**src/rtl/psx_state_arbiter.sv**
```systemverilog
// ---------------------------------------------------------------------------
// psx_state_arbiter
//   Round-robin arbiter that shares the PSX controller state-RAM write port
//   between requester A (host link) and requester B (local scanner). A grant
//   is only issued while no PSX packet is in progress, so a poll reply never
//   observes a half-written frame start. Once granted, a burst of len bytes
//   is written at consecutive (wrapping) addresses and always runs to the end.
//
// Ports
//   clk_i          system clock
//   reset_i        synchronous, active-high reset
//   a_req_i        A burst request, held until a_done_o
//   a_addr_i       A start address, sampled at grant
//   a_len_i        A byte count, sampled at grant (0 = empty burst)
//   a_data_i       A byte stream data
//   a_valid_i      A byte stream valid
//   a_ready_o      A byte accepted this cycle (combinational)
//   a_done_o       one-cycle pulse when the A burst completes
//   b_*            same set for requester B
//   port_busy_i    high while a PSX packet is active; blocks new grants
//   write_addr_o   state RAM write address
//   write_data_o   state RAM write data
//   write_en_o     state RAM write enable (one cycle after each handshake)
//   active_o       high while a burst is in BURST or FINISH
//   owner_o        0 = A, 1 = B; meaningful while active_o is high
// ---------------------------------------------------------------------------
module psx_state_arbiter #(
  parameter int unsigned ADDR_BITS = 5,
  parameter int unsigned DATA_BITS = 8
) (
  input  logic                 clk_i,
  input  logic                 reset_i,

  input  logic                 a_req_i,
  input  logic [ADDR_BITS-1:0] a_addr_i,
  input  logic [ADDR_BITS-1:0] a_len_i,
  input  logic [DATA_BITS-1:0] a_data_i,
  input  logic                 a_valid_i,
  output logic                 a_ready_o,
  output logic                 a_done_o,

  input  logic                 b_req_i,
  input  logic [ADDR_BITS-1:0] b_addr_i,
  input  logic [ADDR_BITS-1:0] b_len_i,
  input  logic [DATA_BITS-1:0] b_data_i,
  input  logic                 b_valid_i,
  output logic                 b_ready_o,
  output logic                 b_done_o,

  input  logic                 port_busy_i,

  output logic [ADDR_BITS-1:0] write_addr_o,
  output logic [DATA_BITS-1:0] write_data_o,
  output logic                 write_en_o,
  output logic                 active_o,
  output logic                 owner_o
);

  typedef enum logic [1:0] {
    S_IDLE   = 2'd0,
    S_BURST  = 2'd1,
    S_FINISH = 2'd2
  } state_e;

  localparam logic OWNER_A = 1'b0;
  localparam logic OWNER_B = 1'b1;

  // State and datapath registers
  state_e               state_q,      state_d;
  logic                 owner_q,      owner_d;
  logic                 last_owner_q, last_owner_d;
  logic [ADDR_BITS-1:0] addr_q,       addr_d;
  logic [ADDR_BITS-1:0] cnt_q,        cnt_d;
  logic [ADDR_BITS-1:0] len_q,        len_d;

  // Registered outputs
  logic                 write_en_q,   write_en_d;
  logic [ADDR_BITS-1:0] write_addr_q, write_addr_d;
  logic [DATA_BITS-1:0] write_data_q, write_data_d;
  logic                 a_done_q,     a_done_d;
  logic                 b_done_q,     b_done_d;
  logic                 active_q,     active_d;

  // Grant and handshake helpers
  logic                 winner;
  logic [ADDR_BITS-1:0] grant_addr;
  logic [ADDR_BITS-1:0] grant_len;
  logic                 own_valid;
  logic [DATA_BITS-1:0] own_data;
  logic                 in_burst;
  logic                 handshake;

  // Owner-side byte stream; the non-owner stream is never looked at
  assign in_burst  = (state_q == S_BURST);
  assign own_valid = (owner_q == OWNER_B) ? b_valid_i : a_valid_i;
  assign own_data  = (owner_q == OWNER_B) ? b_data_i  : a_data_i;
  assign handshake = in_burst && own_valid;

  // Ready is a pure decode of state/owner so the requester sees it in the same cycle
  assign a_ready_o = in_burst && (owner_q == OWNER_A);
  assign b_ready_o = in_burst && (owner_q == OWNER_B);

  assign write_en_o   = write_en_q;
  assign write_addr_o = write_addr_q;
  assign write_data_o = write_data_q;
  assign a_done_o     = a_done_q;
  assign b_done_o     = b_done_q;
  assign active_o     = active_q;
  assign owner_o      = owner_q;

  // Round-robin winner: a lone requester wins, a tie goes away from last_owner
  always_comb begin
    winner     = OWNER_A;
    grant_addr = a_addr_i;
    grant_len  = a_len_i;
    if (a_req_i && b_req_i) begin
      winner = ~last_owner_q;
    end else if (b_req_i) begin
      winner = OWNER_B;
    end
    if (winner == OWNER_B) begin
      grant_addr = b_addr_i;
      grant_len  = b_len_i;
    end
  end

  // Next-state and registered-output logic
  always_comb begin
    state_d      = state_q;
    owner_d      = owner_q;
    last_owner_d = last_owner_q;
    addr_d       = addr_q;
    cnt_d        = cnt_q;
    len_d        = len_q;
    write_en_d   = 1'b0;
    write_addr_d = write_addr_q;
    write_data_d = write_data_q;

    unique case (state_q)
      S_IDLE: begin
        if (!port_busy_i && (a_req_i || b_req_i)) begin
          owner_d = winner;
          addr_d  = grant_addr;
          len_d   = grant_len;
          cnt_d   = '0;
          state_d = (grant_len == '0) ? S_FINISH : S_BURST;
        end
      end

      S_BURST: begin
        // port_busy and req are deliberately ignored here: bursts never abort
        if (handshake) begin
          write_en_d   = 1'b1;
          write_addr_d = addr_q;
          write_data_d = own_data;
          addr_d       = addr_q + ADDR_BITS'(1);
          cnt_d        = cnt_q + ADDR_BITS'(1);
          if (cnt_q == len_q - ADDR_BITS'(1)) begin
            state_d = S_FINISH;
          end
        end
      end

      S_FINISH: begin
        last_owner_d = owner_q;
        state_d      = S_IDLE;
      end

      default: begin
        state_d = S_IDLE;
      end
    endcase

    // Done and active are registered from the next state so they line up with FINISH
    a_done_d = (state_d == S_FINISH) && (owner_d == OWNER_A);
    b_done_d = (state_d == S_FINISH) && (owner_d == OWNER_B);
    active_d = (state_d != S_IDLE);
  end

  // State register; last_owner resets to B so A wins the first tie
  always_ff @(posedge clk_i) begin
    if (reset_i) begin
      state_q      <= S_IDLE;
      owner_q      <= OWNER_A;
      last_owner_q <= OWNER_B;
      addr_q       <= '0;
      cnt_q        <= '0;
      len_q        <= '0;
      write_en_q   <= 1'b0;
      write_addr_q <= '0;
      write_data_q <= '0;
      a_done_q     <= 1'b0;
      b_done_q     <= 1'b0;
      active_q     <= 1'b0;
    end else begin
      state_q      <= state_d;
      owner_q      <= owner_d;
      last_owner_q <= last_owner_d;
      addr_q       <= addr_d;
      cnt_q        <= cnt_d;
      len_q        <= len_d;
      write_en_q   <= write_en_d;
      write_addr_q <= write_addr_d;
      write_data_q <= write_data_d;
      a_done_q     <= a_done_d;
      b_done_q     <= b_done_d;
      active_q     <= active_d;
    end
  end

endmodule
```
**config.mk**
```make
export PLATFORM = sky130hd
export DESIGN_NAME = psx_state_arbiter
export DESIGN_NICKNAME = d
export VERILOG_FILES = /design/src/rtl/psx_state_arbiter.sv
export SDC_FILE = /design/constraint.sdc
export NUM_CORES = 1
export LEC_CHECK = 0
export CORE_MARGIN = 5
export CORE_UTILIZATION = 47
export CTS_BUF_LIST = sky130_fd_sc_hd__clkbuf_8
export DETAILED_ROUTE_END_ITERATION = 8
export PLACE_DENSITY = 0.82
export SYNTH_ARGS = -nofsm -noshare
export SYNTH_HDL_FRONTEND = slang
export SYNTH_SLANG_ARGS = --single-unit
```
**constraint.sdc**
```tcl
create_clock -name clk_i -period 2.35 [get_ports clk_i]
set_clock_uncertainty 0.2 [all_clocks]
set_input_delay 0.47 -clock clk_i [delete_from_list [all_inputs] [get_ports clk_i]]
set_output_delay 0.47 -clock clk_i [all_outputs]
set_load 0.02 [all_outputs]
```
# --- After elaboration in Yosys (flattened, before gate mapping) ---
# Cells that the tools add are included.
word_totals:
  wordCells: 62
  regBits: 36
classes:
  add_sub_neg: 3
  mux: 20
  reduce_logical: 17
  bitwise: 4
  n_eq_ne: 6
ops:
  columns: ["cell", "count"]
  rows:
  - ["5-bit two-way mux", 6]
  - ["5-bit case mux with 2 select lines", 2]
  - ["5-bit by 1-bit adder with 5-bit output, second input constant", 2]
  - ["2-bit two-way mux", 4]
  - ["8-bit two-way mux", 1]
  - ["1-bit logical AND", 7]
  - ["1-bit two-way mux", 6]
  - ["5-bit equality test", 1]
  - ["5-bit zero test", 1]
  - ["5-bit by 1-bit subtractor with 5-bit output, second input constant", 1]
  - ["2-bit equality test, second input constant", 2]
  - ["1-bit inverter", 4]
  - ["2-bit case mux with 2 select lines", 1]
  - ["2-bit AND reduction", 2]
  - ["2-bit nonzero test", 2]
  - ["3-bit AND reduction", 1]
  - ["2-bit by 1-bit equality test with 1-bit output, second input constant", 1]
  - ["2-bit zero test", 1]
  - ["2-bit by 1-bit inequality test with 1-bit output, second input constant", 1]
  - ["2-bit inequality test, second input constant", 1]
  - ["2-bit OR reduction", 1]
  - ["1-bit zero test", 1]
  - ["1-bit logical OR", 1]

# --- Depth between registers and ports, before layout ---
# Gate-level depths: netlist of the first run.
logic_depth:
  ltp_word: 9
  ltp_mapped: 7
  mapped_depth_nobuf: 7

# --- Least setup slack after synthesis of the first run ---
# No wires, ideal clock.
synth_timing:
  kind: "flip-flop to output port"
  startpoint: "register owner_q (netlist: owner_o)"
  endpoint: "output port b_ready_o"
  required_ns: 1.680
  setup_slack_ns: 0.455
  arrival_time_ns: 1.225
  stages_incl_launch_ff: 4
  n_path_buf: 2
  cell_sequence: "dfxtp_1 buf_6 clkbuf_1 and2_1"
synth_via:
  elab_chain_len: 1
synth_lines:
  columns: ["item", "line", "rtl"]
  rows:
  - ["start, declared", "70", "logic owner_q, owner_d;"]
  - ["start signal, assigned", "197", "owner_q <= owner_d;"]
  - ["1-bit logical AND", "101", "assign b_ready_o = in_burst && (owner_q == OWNER_B);"]
  - ["end, declared", "47", "output logic b_ready_o,"]
# No other way between the ends.

# --- Worst setup path after layout of the first run ---
layout_timing:
  startpoint: "register owner_q (netlist: owner_o)"
  endpoint: "output port a_ready_o"
layout_via:
  elab_chain_len: 2
layout_lines:
  columns: ["item", "line", "rtl"]
  rows:
  - ["1-bit inverter", "100", "assign a_ready_o = in_burst && (owner_q == OWNER_A);"]
  - ["1-bit logical AND", "100", null]
  - ["end, declared", "39", "output logic a_ready_o,"]
# No other way between the ends.

==> flow_summary.toml, run 1 <==
[timing]
achievable-frequency_ghz = 0.449
layout_min_cycle_time_ps = 2230
setup_total_negative_slack_ps = 0
final.setup.worst_slack_ps = 124
holdWs_ps = 281
slew-limit-headroom_pct = 77.5
slew_violations = 0
final.period_utilization_pct = 94.7
timing.final.hold_violations = 0
final_setup_violating_endpoints = 0
worst-slew-pin-transition_ps = 331
rsz0062_at_grt = "false"

[power_and_ir_drop]
ir_worst_vdd_mv = 0.429
cellLeakagePower_nw = 1.00
share_clk_of_total_power_pct = 29.0
power_density_mw_per_mm2 = 564
switching_power_uw = 413
power.switching_fraction_pct = 27.7
power.sequential.fraction_pct = 45.8
combinationalPowerShare_pct = 25.2
fin_total_pwr_mw = 1.49
internal_cell_power_mw = 1.08

[worst_setup_path]
critical_path_arrival_ps = 1560
r2r_end = "state_q[0]"
critPathMaxFanout = 7
cp.required_ps = 1680
critical_path.reg2reg.startpoint = "len_q[0]"
cp-end-kind = "primary output"
reg2reg_depth = 6
worst_setup_path_start_kind = "register"
criticalPathCategory = "register to primary output"
regToRegSetupSlack_ps = 290

[cells_and_area]
ff_latch_area_um2 = 721
final_core_util_pct = 70.7
flow.area_growth_from_synthesis_pct = 43.3
final_nets = 330
n_antenna_cell = 0
n_fill_cell = 311
multi_input_comb_area_mm2 = 0.00103
final-instance-count-excl-fill = 333
fraction_of_layout_cells_with_a_size_suffix_above_1_pct = 10.2
design_area_mm2 = 0.00265

[cts]
cts.htree.levels = 2
post_cts.repair.setup_buffers = 0
cts_tree = "built"
number_of_buffers_created_by_cts = 5
cts.clk_slew.worst_paths_ps = 70
bufs_on_longest_clock_path = 2
clockRootBuffer = "clkbuf_8"
clock_latency_ps = 280
clock-sinks = 36

[routing]
drc = 0
postRouteAntennaNets = 0
first_pass_iters = 4
first_iter_violations = 54
wl_mm = 4.60
via_count = 1746
vias_per_cell = 5.24
wl_per_cell_um = 13.8

[global_routing]
busiest_layer = "met2"
grt_pass1_wl_mm = 7.49
gr-usage-met3_pct = 8.13
grtUsageMet2_pct = 31.5
grt-ovfl-total = 0
grt_max_degree = 25
grt.total_usage_pct = 18.2
grt_antenna_before_repair = 0
vias_in_the_first_global_route = 1698
use_met1_pct = 19.8

[logic_synthesis]
synth_warnings = 0
netlist_top_cells_area = "dfxtp_1, mux2i_1, nand2_1"
synth.avg_cell_area_um2 = 8.44
synth_top_area_cell = "dfxtp_1"
yosysUniqueCellTypes = 42
synth_largest_type_area_fraction_pct = 39.0
post_synth_inst_count = 219
yosysSeqAreaShare_pct = 39.0
synth_async_sr_flop_share_pct = 0
synth_nets = 265
synth_enable_flop_cells = 0
mappedNetlistArea_mm2 = 0.00185
postSynthRegisterBits = 36
synth_flop_cell = "dfxtp_1"

[hold_path]
worst_hold_path.num_cells = 2
path_category_of_the_worst_min_delay_check = "register to register"
hp-start = "addr_q[4]"
hold-path-endpoint = "addr_q[4]"

[floorplanning]
die_w_um = 72.7
rows = 22
ioPinCount = 63
core_area_mm2 = 0.00374
die_area_mm2 = 0.00529
initial_core_utilization_pct = 49.4
vertical_extent_of_the_die_um = 72.7

[place]
dp_slack_ps = 38.5
dp_hpwl_mm = 3.56
placed_cells_incl_taps = 325
place_congestion = 0.860
buffer_ports.inserted = 62
post_dp_cell_area_mm2 = 0.00255

[status]
run_status = "completed"

[flow_run]
timing.max_cap.violations = 0
==> Yosys cell counts (3+ instances only) <==
library cell  instances
mux2i_1              15
a21oi_1              10
nor2_1               29
a311oi_1              5
a211oi_1              9
xnor2_1               5
nor2b_1               3
xor2_1                5
dfxtp_1              36
buf_2                 5
o21ai_0               4
clkbuf_1              6
ha_1                  3
nand3_1               9
nand2_1              32
nor3_1                7
inv_1                 3
nor3_2                4
==> layout by cell type (no fill, tap or decap), types with 2 or more instances in the layout <==
cell	instances
a211oi_1	9
nor2_1	29
buf_4	9
a21oi_1	10
ha_1	3
nor3_1	7
or4_1	2
clkdlybuf4s50_1	61
xnor2_1	5
nor2b_1	3
nor3_2	4
nor3b_1	2
inv_1	5
xor2_1	5
nand2_1	32
clkbuf_8	6
a311oi_1	5
buf_12	2
nand2b_1	2
nand4_1	2
o21ai_0	4
nand3_1	9
mux2i_1	15
dfxtp_1	36
==> state kept, by name, indices dropped and copies added (netlist names), 2 cells and up <==
name and cells:
addr_q 5, write_addr_o 5, len_q 5, state_q 2
cnt_q 5, write_data_o 8
==> power groups by stage <==
stage	sequential, mW	clock, mW	combinational, mW
CTS	0.684	0.448	0.379
global route	0.689	0.474	0.414
floorplan	0.709	0	0.198
detailed placement	0.698	0	0.377
global placement	0.697	0	0.371
finish	0.684	0.432	0.377
==> kinds of logic after synthesis <==
family	count (synthesis)	synth area share, %
compound gates	37	14.2
xor+xnor	10	4.74
fa+ha+maj	3	2.03
buf+inv	18	5.01
flops	36	39.0
mux	16	8.87
simple gates	99	26.2
==> metal layers <==
metal,vias to the layer above,part of all wire [%]
met5,-,0
met4,0,0.83
met3,6,10
met2,48,49
met1,800,40
li1,892,-
==> worst max-delay path by stage <==
stage / startpoint / to / slack [ps] / depth (start not counted)
6_report: owner_o / a_ready_o / 120 / 3
5_1_grt: owner_o / a_ready_o / 70 / 3
4_1_cts: state_q[0] / b_ready_o / 60 / 3
3_5_place_dp: port_busy_i / addr_q[1] / 40 / 6
3_3_place_gp: port_busy_i / addr_q[1] / 70 / 6
2_1_floorplan: owner_o / b_ready_o / 460 / 3
==> repair_timing <==
item | 4_1_cts | 5_1_grt
hold buffers | 0 | 0
gates resized for setup | 0 | 1
endpoints found under the setup margin | 0 | 1
==> critical path: stages, from the launching register on <==
cell and delay [ps]:
dfxtp_1 390, buf_4 180, nor2_1 90, clkdlybuf4s50_1 610
==> final cells by class <==
class	instances	area share [%]
clock buffer	6	3.12
multi-input combinational	165	39.1
timing repair buffer	73	27.6
sequential	36	27.2
inverter	3	0.425
clock inverter	2	0.284
tap	48	2.27
(Power assumes the default switching activity.)
==> run 2: changes to the inputs <==
--- a/config.mk
+++ b/config.mk
@@ -6,10 +6,11 @@
 export NUM_CORES = 1
 export LEC_CHECK = 0
 export CORE_MARGIN = 5
-export CORE_UTILIZATION = 47
+export CORE_UTILIZATION = 50
 export CTS_BUF_LIST = sky130_fd_sc_hd__clkbuf_8
 export DETAILED_ROUTE_END_ITERATION = 8
-export PLACE_DENSITY = 0.82
+export GPL_ROUTABILITY_DRIVEN = 0
+export PLACE_DENSITY = 0.87
 export SYNTH_ARGS = -nofsm -noshare
 export SYNTH_HDL_FRONTEND = slang
 export SYNTH_SLANG_ARGS = --single-unit
==> constraint.sdc (replaced) <==
create_clock -name clk_i -period 2.65 [get_ports clk_i]
set_clock_uncertainty 0.2 [all_clocks]
set_input_delay 0.53 -clock clk_i [delete_from_list [all_inputs] [get_ports clk_i]]
set_output_delay 0.53 -clock clk_i [all_outputs]
set_load 0.02 [all_outputs]
==> flow_summary.toml, run 2 (synthesis results as in run 1) <==
[cts]
cts_tree = "built"
number_of_buffers_created_by_cts = 5
cts.htree.levels = 2
holdBufCountCts = 0
clock-sinks = 36
cts.clk_slew.worst_paths_ps = 70
cts_repair_resize_count = 0
bufs_on_longest_clock_path = 2
post_cts.repair.setup_buffers = 0
clockRootBuffer = "clkbuf_8"
clock_latency_ps = 290

[floorplanning]
die_w_um = 70.8
rows = 22
vertical_extent_of_the_die_um = 70.8
initial_core_utilization_pct = 50.9
die_area_mm2 = 0.00501
core_area_mm2 = 0.00363
ioPinCount = 63

[worst_setup_path]
cp-end-kind = "primary output"
criticalPathCategory = "register to primary output"
worst_setup_path_start_kind = "register"
cp.required_ps = 1920
critical_path_arrival_ps = 1680
critPathMaxFanout = 5

[global_routing]
grt_max_degree = 22
grt_pass1_wl_mm = 8.06
vias_in_the_first_global_route = 1810
grt.total_usage_pct = 19.8
grt_antenna_before_repair = 0
grt-ovfl-total = 0

[timing]
worst-slew-pin-transition_ps = 388
rsz0062_at_grt = "false"
setup_total_negative_slack_ps = 0
layout_min_cycle_time_ps = 2410
slew-limit-headroom_pct = 73.6
holdWs_ps = 277
final_setup_violating_endpoints = 0
slew_violations = 0
timing.final.hold_violations = 0
achievable-frequency_ghz = 0.415
final.period_utilization_pct = 90.9

[routing]
first_iter_violations = 124
wl_per_cell_um = 14.2
vias_per_cell = 5.31
drc = 0
wl_mm = 4.72
via_count = 1767
postRouteAntennaNets = 0
first_pass_iters = 4

[cells_and_area]
mostFrequentLayoutCells = "clkdlybuf4s50_1, dfxtp_1, nand2_1, nor2_1, mux2i_1"
largest_register_ff_count = 8
n_antenna_cell = 0
flow.area_growth_from_synthesis_pct = 41.8
n_fill_cell = 304
final_nets = 330
layout.cells.most_common = "clkdlybuf4s50_1"
final_core_util_pct = 72.1
fraction_of_layout_cells_with_a_size_suffix_above_1_pct = 10.2

[place]
dp_hpwl_mm = 3.64
buffer_ports.inserted = 62

[status]
run_status = "completed"

[hold_path]
path_category_of_the_worst_min_delay_check = "register to register"

[flow_run]
timing.max_cap.violations = 0

[power_and_ir_drop]
cellLeakagePower_nw = 0.978
ir_worst_vdd_mv = 0.281
fin_total_pwr_mw = 1.33
power_density_mw_per_mm2 = 507
## run 2: layer usage
layer / share of wire [%] / wire length, µm / track usage (%)
met4: 1.3 / 59 / 6.26
met5: 0 / 0 / 0
met2: 48 / 2260 / 34.0
met3: 9.9 / 466 / 9.52
met1: 41 / 1930 / 21.6
## run 2: layout make-up
type / count / area [µm²] / share of cell area [%]
inverter: 3 / 11.3 / 0.430
multi-input combinational: 165 / 1030 / 39.5
timing repair buffer: 73 / 703 / 26.8
sequential: 36 / 721 / 27.5
clock inverter: 2 / 7.51 / 0.287
tap: 48 / 60.1 / 2.29
clock buffer: 6 / 82.6 / 3.15
## run 2: critical path, stage by stage (launching register included)
cell and delay [ps]:
dfxtp_1 430, nor2b_1 200, and2_1 140, clkdlybuf4s50_1 610
## run 2: path summary, 6_finish.rpt
path                            cells past startpoint        end  slack [ps]        from
worst min register to register                      2  addr_q[4]         280   addr_q[4]
worst max-delay path                                3  b_ready_o         240  state_q[0]
worst max register to register                      6   cnt_q[4]         580     owner_o
worst min-delay path                                2  addr_q[4]         280   addr_q[4]
## run 2: report_power, final
group	internal (mW)	switching (mW)
Combinational	0.172	0.157
Clock	0.204	0.188
Sequential	0.575	0.0327
Total	0.951	0.378
## run 2: through the flow
step	setup slack (ps)	cells	cell area, µm²
2_1_floorplan	695	219	1850
3_3_place_gp	310	325	2530
3_5_place_dp	317	325	2530
4_1_cts	250	333	2620
5_1_grt	163	333	2620
6_report	242	333	2620
